## src/rtl/shared_pipe_arbiter.sv

```systemverilog
// Arbitrates NUM_REQ requesters onto one fixed-latency pipeline and routes each result back by tag.
// Define ARB_ROUND_ROBIN_EN for rotating-pointer arbitration; otherwise the lowest index wins.
module shared_pipe_arbiter #(
    parameter int NUM_REQ      = 4,
    parameter int DATA_WIDTH   = 16,
    parameter int PIPE_LATENCY = 3,
    parameter int CNT_WIDTH    = 16
) (
    input  logic                            clk,
    input  logic                            reset,
    input  logic [NUM_REQ*DATA_WIDTH-1:0]   i_req_data,
    input  logic [NUM_REQ-1:0]              i_req_valid,
    output logic [NUM_REQ-1:0]              o_req_ready,
    input  logic                            i_stall,
    output logic [DATA_WIDTH-1:0]           o_pipe_data,
    output logic                            o_pipe_valid,
    input  logic [DATA_WIDTH-1:0]           i_pipe_data,
    input  logic                            i_pipe_valid,
    output logic [DATA_WIDTH-1:0]           o_resp_data,
    output logic [NUM_REQ-1:0]              o_resp_valid,
    input  logic                            i_clear_stats,
    output logic [NUM_REQ*CNT_WIDTH-1:0]    o_grant_count,
    output logic                            o_tag_error
);

    localparam int ID_W = $clog2(NUM_REQ);
    localparam int SW   = ID_W + 1;

    logic [ID_W-1:0]       ptr;
    logic [ID_W-1:0]       grant_id;
    logic                  grant_any;
    logic                  xfer;
    logic [DATA_WIDTH-1:0] grant_data;
    logic [ID_W-1:0]       issue_id;
    logic [PIPE_LATENCY-1:0] tag_v;
    logic [ID_W-1:0]       tag_id [PIPE_LATENCY];
    logic [CNT_WIDTH-1:0]  cnt [NUM_REQ];

    // Search starts at the pointer and wraps modulo NUM_REQ; first valid requester wins.
    always_comb begin : arb
        logic [SW-1:0]   sum;
        logic [ID_W-1:0] idx;
        grant_any = 1'b0;
        grant_id  = '0;
        sum       = '0;
        idx       = '0;
        for (int unsigned i = 0; i < NUM_REQ; i++) begin
            sum = {1'b0, ptr} + SW'(i);
            if (sum >= SW'(NUM_REQ)) sum = sum - SW'(NUM_REQ);
            idx = sum[ID_W-1:0];
            if (!grant_any && i_req_valid[idx]) begin
                grant_any = 1'b1;
                grant_id  = idx;
            end
        end
    end

    assign xfer = grant_any && !i_stall && !reset;

    always_comb begin
        o_req_ready = '0;
        if (xfer) o_req_ready[grant_id] = 1'b1;
    end

    always_comb begin
        grant_data = '0;
        for (int unsigned k = 0; k < NUM_REQ; k++)
            if (grant_id == ID_W'(k)) grant_data = i_req_data[k*DATA_WIDTH +: DATA_WIDTH];
    end

`ifdef ARB_ROUND_ROBIN_EN
    always_ff @(posedge clk or posedge reset) begin
        if (reset)
            ptr <= '0;
        else if (xfer)
            ptr <= (grant_id == ID_W'(NUM_REQ - 1)) ? '0 : grant_id + 1'b1;
    end
`else
    assign ptr = '0;
`endif

    always_ff @(posedge clk or posedge reset) begin
        if (reset) begin
            o_pipe_valid <= 1'b0;
            o_pipe_data  <= '0;
            issue_id     <= '0;
        end else begin
            o_pipe_valid <= xfer;
            if (xfer) begin
                o_pipe_data <= grant_data;
                issue_id    <= grant_id;
            end
        end
    end

    // Tag line output lines up with i_pipe_valid for the issue PIPE_LATENCY cycles earlier.
    always_ff @(posedge clk or posedge reset) begin
        if (reset) begin
            tag_v <= '0;
            for (int unsigned i = 0; i < PIPE_LATENCY; i++) tag_id[i] <= '0;
        end else begin
            tag_v[0]  <= o_pipe_valid;
            tag_id[0] <= issue_id;
            for (int unsigned i = 1; i < PIPE_LATENCY; i++) begin
                tag_v[i]  <= tag_v[i-1];
                tag_id[i] <= tag_id[i-1];
            end
        end
    end

    always_ff @(posedge clk or posedge reset) begin
        if (reset) begin
            o_resp_valid <= '0;
            o_resp_data  <= '0;
            o_tag_error  <= 1'b0;
        end else begin
            o_resp_valid <= '0;
            if (i_pipe_valid && tag_v[PIPE_LATENCY-1]) begin
                o_resp_valid[tag_id[PIPE_LATENCY-1]] <= 1'b1;
                o_resp_data <= i_pipe_data;
            end
            if (i_pipe_valid != tag_v[PIPE_LATENCY-1]) o_tag_error <= 1'b1;
        end
    end

    // A transfer coinciding with a clear leaves that counter at 1.
    always_ff @(posedge clk or posedge reset) begin
        if (reset) begin
            for (int unsigned k = 0; k < NUM_REQ; k++) cnt[k] <= '0;
        end else begin
            for (int unsigned k = 0; k < NUM_REQ; k++) begin
                if (xfer && grant_id == ID_W'(k)) begin
                    if (i_clear_stats)
                        cnt[k] <= CNT_WIDTH'(1);
                    else if (cnt[k] != '1)
                        cnt[k] <= cnt[k] + 1'b1;
                end else if (i_clear_stats) begin
                    cnt[k] <= '0;
                end
            end
        end
    end

    always_comb begin
        o_grant_count = '0;
        for (int unsigned k = 0; k < NUM_REQ; k++)
            o_grant_count[k*CNT_WIDTH +: CNT_WIDTH] = cnt[k];
    end

endmodule

```

## config.mk

```make
export PLATFORM = sky130hd
export DESIGN_NAME = shared_pipe_arbiter
export DESIGN_NICKNAME = d
export VERILOG_FILES = /design/src/rtl/shared_pipe_arbiter.sv
export SDC_FILE = /design/constraint.sdc
export NUM_CORES = 1
export LEC_CHECK = 0
export CORE_ASPECT_RATIO = 1.4
export CORE_UTILIZATION = 25
export CTS_BUF_LIST = sky130_fd_sc_hd__clkbuf_4 sky130_fd_sc_hd__clkbuf_8
export DETAILED_ROUTE_END_ITERATION = 16
export PLACE_DENSITY = 0.54
export SLEW_MARGIN = 20
export SYNTH_ARGS = -nofsm -noshare
export SYNTH_HDL_FRONTEND = slang
export SYNTH_SLANG_ARGS = --single-unit
```

## constraint.sdc

```tcl
create_clock -name clk -period 13.15 [get_ports clk]
set_input_delay 3.945 -clock clk [delete_from_list [all_inputs] [get_ports clk]]
set_output_delay 3.945 -clock clk [all_outputs]
set_load 0.02 [all_outputs]
```

Word-level counts from Yosys, hierarchy flattened
Index checks and enable logic that the tools add are counted.

word-level totals
  logic and storage cells = 90
  register bits = 113

operators by class
  equality and inequality tests = 8
  magnitude comparators = 4
  mux-type cells = 30
  add/subtract/negate cells = 4
  reductions and logical operators = 30

operators with widths
  kind                     count
  $mux W16                 17
  $add A16 B1 Y16 const B  4
  $ne A16 B16 Y1 const B   4
  $reduce_bool A2 Y1       8
  $logic_and A1 B1 Y1      12
  $mux W4                  2
  $reduce_and A2 Y1        4
  $mux W1                  7
  $lt A2 B3 Y1 const B     2
  $logic_not A1 Y1         5
  $demux W1 S2             2
  $eq A2 B2 Y1 const B     2
  $ge A2 B1 Y1 const B     2
  $mux W2                  2
  $eq A2 B1 Y1 const B     1
  $logic_not A2 Y1         1
  $ne A1 B1 Y1             1

Longest topological paths before layout
  word-level depth = 15
  gate-level depth with buffers = 6
  mapped depth without buffers = 5

Least setup slack after synthesis
OpenSTA, ideal clock, no wires.

  path kind = input port to output port
  start point = input i_req_valid[1]
  end point = output o_req_ready[3]
  path slack = 3882 ps
  arrival = 5323 ps
  data required time = 9205 ps
  path buffers = 1
  stages on the path = 4
  cells stage by stage = or4b_4 -> or2_2 -> inv_1 -> buf_1

between the ends
  cells in the longest elaborated chain, start to end = 13

RTL lines
  what                                                                line  source
  from (decl)                                                         12    input logic [NUM_REQ-1:0] i_req_valid,
  $logic_and A1 B1 Y1 *                                               51    if (!grant_any && i_req_valid[idx]) begin
  $mux W1                                                             51
  $logic_not A1 Y1                                                    51
  $logic_and A1 B1 Y1                                                 51
  $mux W1                                                             51
  $logic_not A1 Y1                                                    51
  $logic_and A1 B1 Y1                                                 51
  $mux W2                                                             51
  $lt A2 B3 Y1 (implied by the code) or $ge A2 B1 Y1 (tied branches)  62    if (xfer) o_req_ready[grant_id] = 1'b1;
  $logic_and A1 B1 Y1 (implied by the code)                           62
  $mux W1 (implied by the code)                                       62
  $demux W1 S2                                                        62
  $mux W4 *                                                           62
  to (decl)                                                           13    output logic [NUM_REQ-1:0] o_req_ready,

Mark *: on every way between the ends. The rest lies on a longest branch, timed or not.

Final worst setup path
  start point = input i_req_valid[0]
  end point = output o_req_ready[3]

between the ends
  cells in the longest elaborated chain, start to end = 15

RTL lines
  what                                                                line
  $mux W1 *                                                           51
  $logic_not A1 Y1                                                    51
  $logic_and A1 B1 Y1                                                 51
  $mux W1                                                             51
  $logic_not A1 Y1                                                    51
  $logic_and A1 B1 Y1                                                 51
  $mux W1                                                             51
  $logic_not A1 Y1                                                    51
  $logic_and A1 B1 Y1                                                 51
  $mux W2                                                             51
  $lt A2 B3 Y1 (implied by the code) or $ge A2 B1 Y1 (tied branches)  62
  $logic_and A1 B1 Y1 (implied by the code)                           62
  $mux W1 (implied by the code)                                       62
  $demux W1 S2                                                        62
  $mux W4 *                                                           62

Marks and branches as above.

==> key figures <==
Run status
  – Status: finished, final reports clean

Setup path
  – Crit-path slowest cell: or4b_4
  – Worst path max stage delay: 0.72 ns
  – Top Family by Delay on Critical Path: buffers and inverters
  – WP data arrival: 6.79 ns
  – Critical Path End Type: primary output
  – Crit-path cells: clkdlybuf4s50_1, or4b_4, or2_2, inv_1, clkdlybuf4s50_1
  – Worst setup SP type: input port
  – R2r worst-path depth: 5
  – Buf/Inv on CP: 3
  – Crit path required time: 9.20 ns
  – Worst path depth: 5
  – Worst setup path class: input port to primary output
  – Max FO, Critical Path: 22
  – Most used cell, CP: clkdlybuf4s50_1

Placed design
  – Number of I/O port buffers: 194
  – Placer Congestion: 0.801
  – Hpwl dp: 12.7 mm

Logic synthesis
  – Async S/R FF share, synth: 100%
  – Mean Syn Cell Area: 9.81 µm²
  – Syn Nets: 682
  – Synth area leader: dfrtp_1
  – Synth Warn #: 0
  – Predominant post-synthesis flop cell: dfrtp_1
  – Sequential fraction of the synthesis area: 49.0%
  – Flops & latches, synth: 113
  – Post-synth EDFFs: 0
  – Largest cells by area after synthesis: dfrtp_1 49%, a21oi_1 4.9%, mux2_2 4.5%, nand3_1 3.7%, or4_1 3.4%
  – Cells after Synth: 588
  – Post-synth top area share: 49.0%
  – Cell variety after synth: 49
  – Cell area after synthesis: 5770 µm²

Clock network
  – TritonCTS clock tree: done
  – Post_cts resized: 0
  – H-tree depth: 4
  – Post-CTS setup buffer count: 0
  – Cts hold-fix bufs: 0
  – Num CTS Buffers: 17
  – Clk root buf: clkbuf_8
  – Skew-Pair Late Insertion Delay: 0.44 ns
  – Clock tree buffer depth: 2
  – Clock transition at path regs: 0.06 ns
  – Clk sinks: 113

Die
  – Core ar.: 22600 µm²
  – Die Y: 182 µm
  – Initial Util: 25.5%
  – # IOs: 195
  – Row cnt: 65
  – Die span in x: 130 µm
  – Full die area: 23700 µm²

GRT
  – Initial antenna violation count: 0
  – Gr usage total: 15.8%
  – GRT Residual Overflow: 0
  – Global-route wire length before repair: 28.9 mm
  – Pin count of the biggest net entering global routing: 70
  – Vias in the first global route: 5638

Timing
  – Fin crit period: 10.74 ns
  – Slew @ Worst Pin: 0.828 ns
  – Fmax: 93.1 MHz
  – Worst rel slew slack: 44.4%
  – Total negative slack: 0 ns
  – Hold Slack: 0.348 ns
  – Final slew viol count: 0
  – # setup viols final: 0
  – RSZ-0062 raised after global routing: false
  – Tcrit/Tclk final: 81.7%
  – Hold Fails Final Rpt: 0
  – Worst Clk Skew: 0.0101 ns

Power
  – Leakage: 3.24 nW
  – Pwr dens: 109 nW/µm²
  – VDD IR max: 59.4 µV
  – PnR Total Power: 0.928 mW

Final layout
  – N_diodes: 0
  – Area added between synthesis and finish: 47.4%
  – NumNets Final: 867
  – Fill cells: 2370
  – Layout cell share with drive strength beyond 1: 9.92%

Worst hold path
  – Worst hold path depth: 0
  – Worst Hold Class: flip-flop to flip-flop

Drt
  – Total Wirelength: 17.9 mm
  – WL per Instance: 16.5 µm
  – Final ANT Viol Nets: 0
  – DRC: 0
  – DR iter-0 viols: 268
  – Via Count: 5621
  – Vias/cell: 5.17
  – Drt pass-1 iters: 4

Run
  – Maximum capacitance violations: 0
[worst paths after layout]
kind / start / slack (ns) / end
setup / recovery: i_req_valid[0] / 2.41 / o_req_ready[3]
hold / removal: tag_v[0]$_DFF_PP0_ / 0.35 / tag_v[1]$_DFF_PP0_
setup reg to reg: o_grant_count[32]$_DFFE_PP0P_ / 10.85 / o_grant_count[38]$_DFFE_PP0P_
hold reg to reg: tag_v[0]$_DFF_PP0_ / 0.35 / tag_v[1]$_DFF_PP0_
max in group asynchronous: reset / 7.80 / o_grant_count[8]$_DFFE_PP0P_
min in group asynchronous: reset / 4.14 / o_grant_count[36]$_DFFE_PP0P_
[cell usage after synthesis (2+ instances only)]
cell type / n
mux2_2: 23
nor3b_1: 5
a22oi_1: 3
nand4_1: 19
nand2_1: 29
o31ai_1: 24
o21a_1: 3
a211oi_1: 18
or4_1: 26
o211ai_1: 4
o21ai_0: 9
and2_1: 2
dfrtp_1: 113
a311oi_1: 2
buf_1: 2
ha_1: 5
a22o_1: 3
o311ai_0: 5
o41ai_1: 5
nand2b_1: 2
nand3_1: 43
nor2b_1: 8
and3_1: 6
or3_1: 15
mux2i_1: 2
a31oi_1: 3
clkbuf_1: 33
nor3_1: 12
a221o_1: 13
a21oi_1: 57
and4_1: 10
or2_2: 5
nor4_1: 9
nor2_1: 39
inv_1: 15
or3b_2: 3
[sequential cells by signal (all words and copies together) (netlist names)]
register / flops
o_grant_count: 64
o_pipe_data: 16
o_resp_data: 16
tag_id: 6
o_resp_valid: 4
tag_v: 3
issue_id: 2
o_pipe_valid: 1
o_tag_error: 1
[layer usage]
layer / vias up / part of all wire, % / GRT usage (%) / wire [µm]
met3: 35 / 6.4 / 3.83 / 1150
met5: - / 0 / 0 / 0
li1: 2654 / - / - / -
met2: 225 / 49 / 27.0 / 8850
met1: 2707 / 41 / 17.7 / 7330
met4: 0 / 3.1 / 8.60 / 555
[metrics by stage]
| stage | util [%] | instance area [µm²] | cells | setup slack, ns |
|---|---|---|---|---|
| finish | 37.6 | 8500 | 1087 | 2.41 |
| global route | 37.6 | 8500 | 1087 | 2.25 |
| CTS | 37.6 | 8500 | 1087 | 2.40 |
| detailed placement | 35.5 | 8020 | 1055 | 2.42 |
| global placement | 35.4 | 8010 | 1055 | 2.43 |
| floorplan | - | 5770 | 588 | 3.88 |
[layout make-up]
class                      instances  area [µm²]  area share [%]
timing repair buffer             202        2000            23.5
multi-input combinational        423        2750            32.4
clock inverter                     9         176            2.08
sequential                       113        2830            33.3
clock buffer                      23         304            3.58
inverter                          16        62.6           0.736
tap                              301         377            4.43
[report_power, final]
part           total, mW  internal (mW)  switching, mW
Sequential         0.384          0.371         0.0127
Combinational      0.146         0.0777         0.0687
Clock              0.398          0.250          0.148
[worst reg2reg max path: cells and delay by family (launching register included)]
kind / cells / cell delay (ns)
adder cells (fa/ha/maj): 1 / 0.24
AO/OA/AOI/OAI: 1 / 0.15
flip-flops: 1 / 0.45
AND/OR/NAND/NOR: 3 / 1.37
[cells by family after synthesis]
kind of cell / after synthesis / synth area share, %
buffers and inverters: 52 / 3.41
and+or+nand+nor: 238 / 23.3
DFF: 113 / 49.0
AOI/OAI and AO/OA: 155 / 18.3
adders and majority gates: 5 / 1.09
muxes: 25 / 4.84
[placed cells by master (no fill, tap or decap), types with 12 or more instances in the layout]
cell type	n
a211oi_1	18
a21oi_1	57
a221o_1	13
clkbuf_8	21
clkdlybuf4s50_1	193
dfrtp_1	113
inv_1	14
mux2_2	23
nand2_1	29
nand3_1	43
nand4_1	19
nor2_1	39
nor3_1	12
o31ai_1	24
or3_1	15
or4_1	26
No activity file was read; power rests on OpenSTA's default activity.
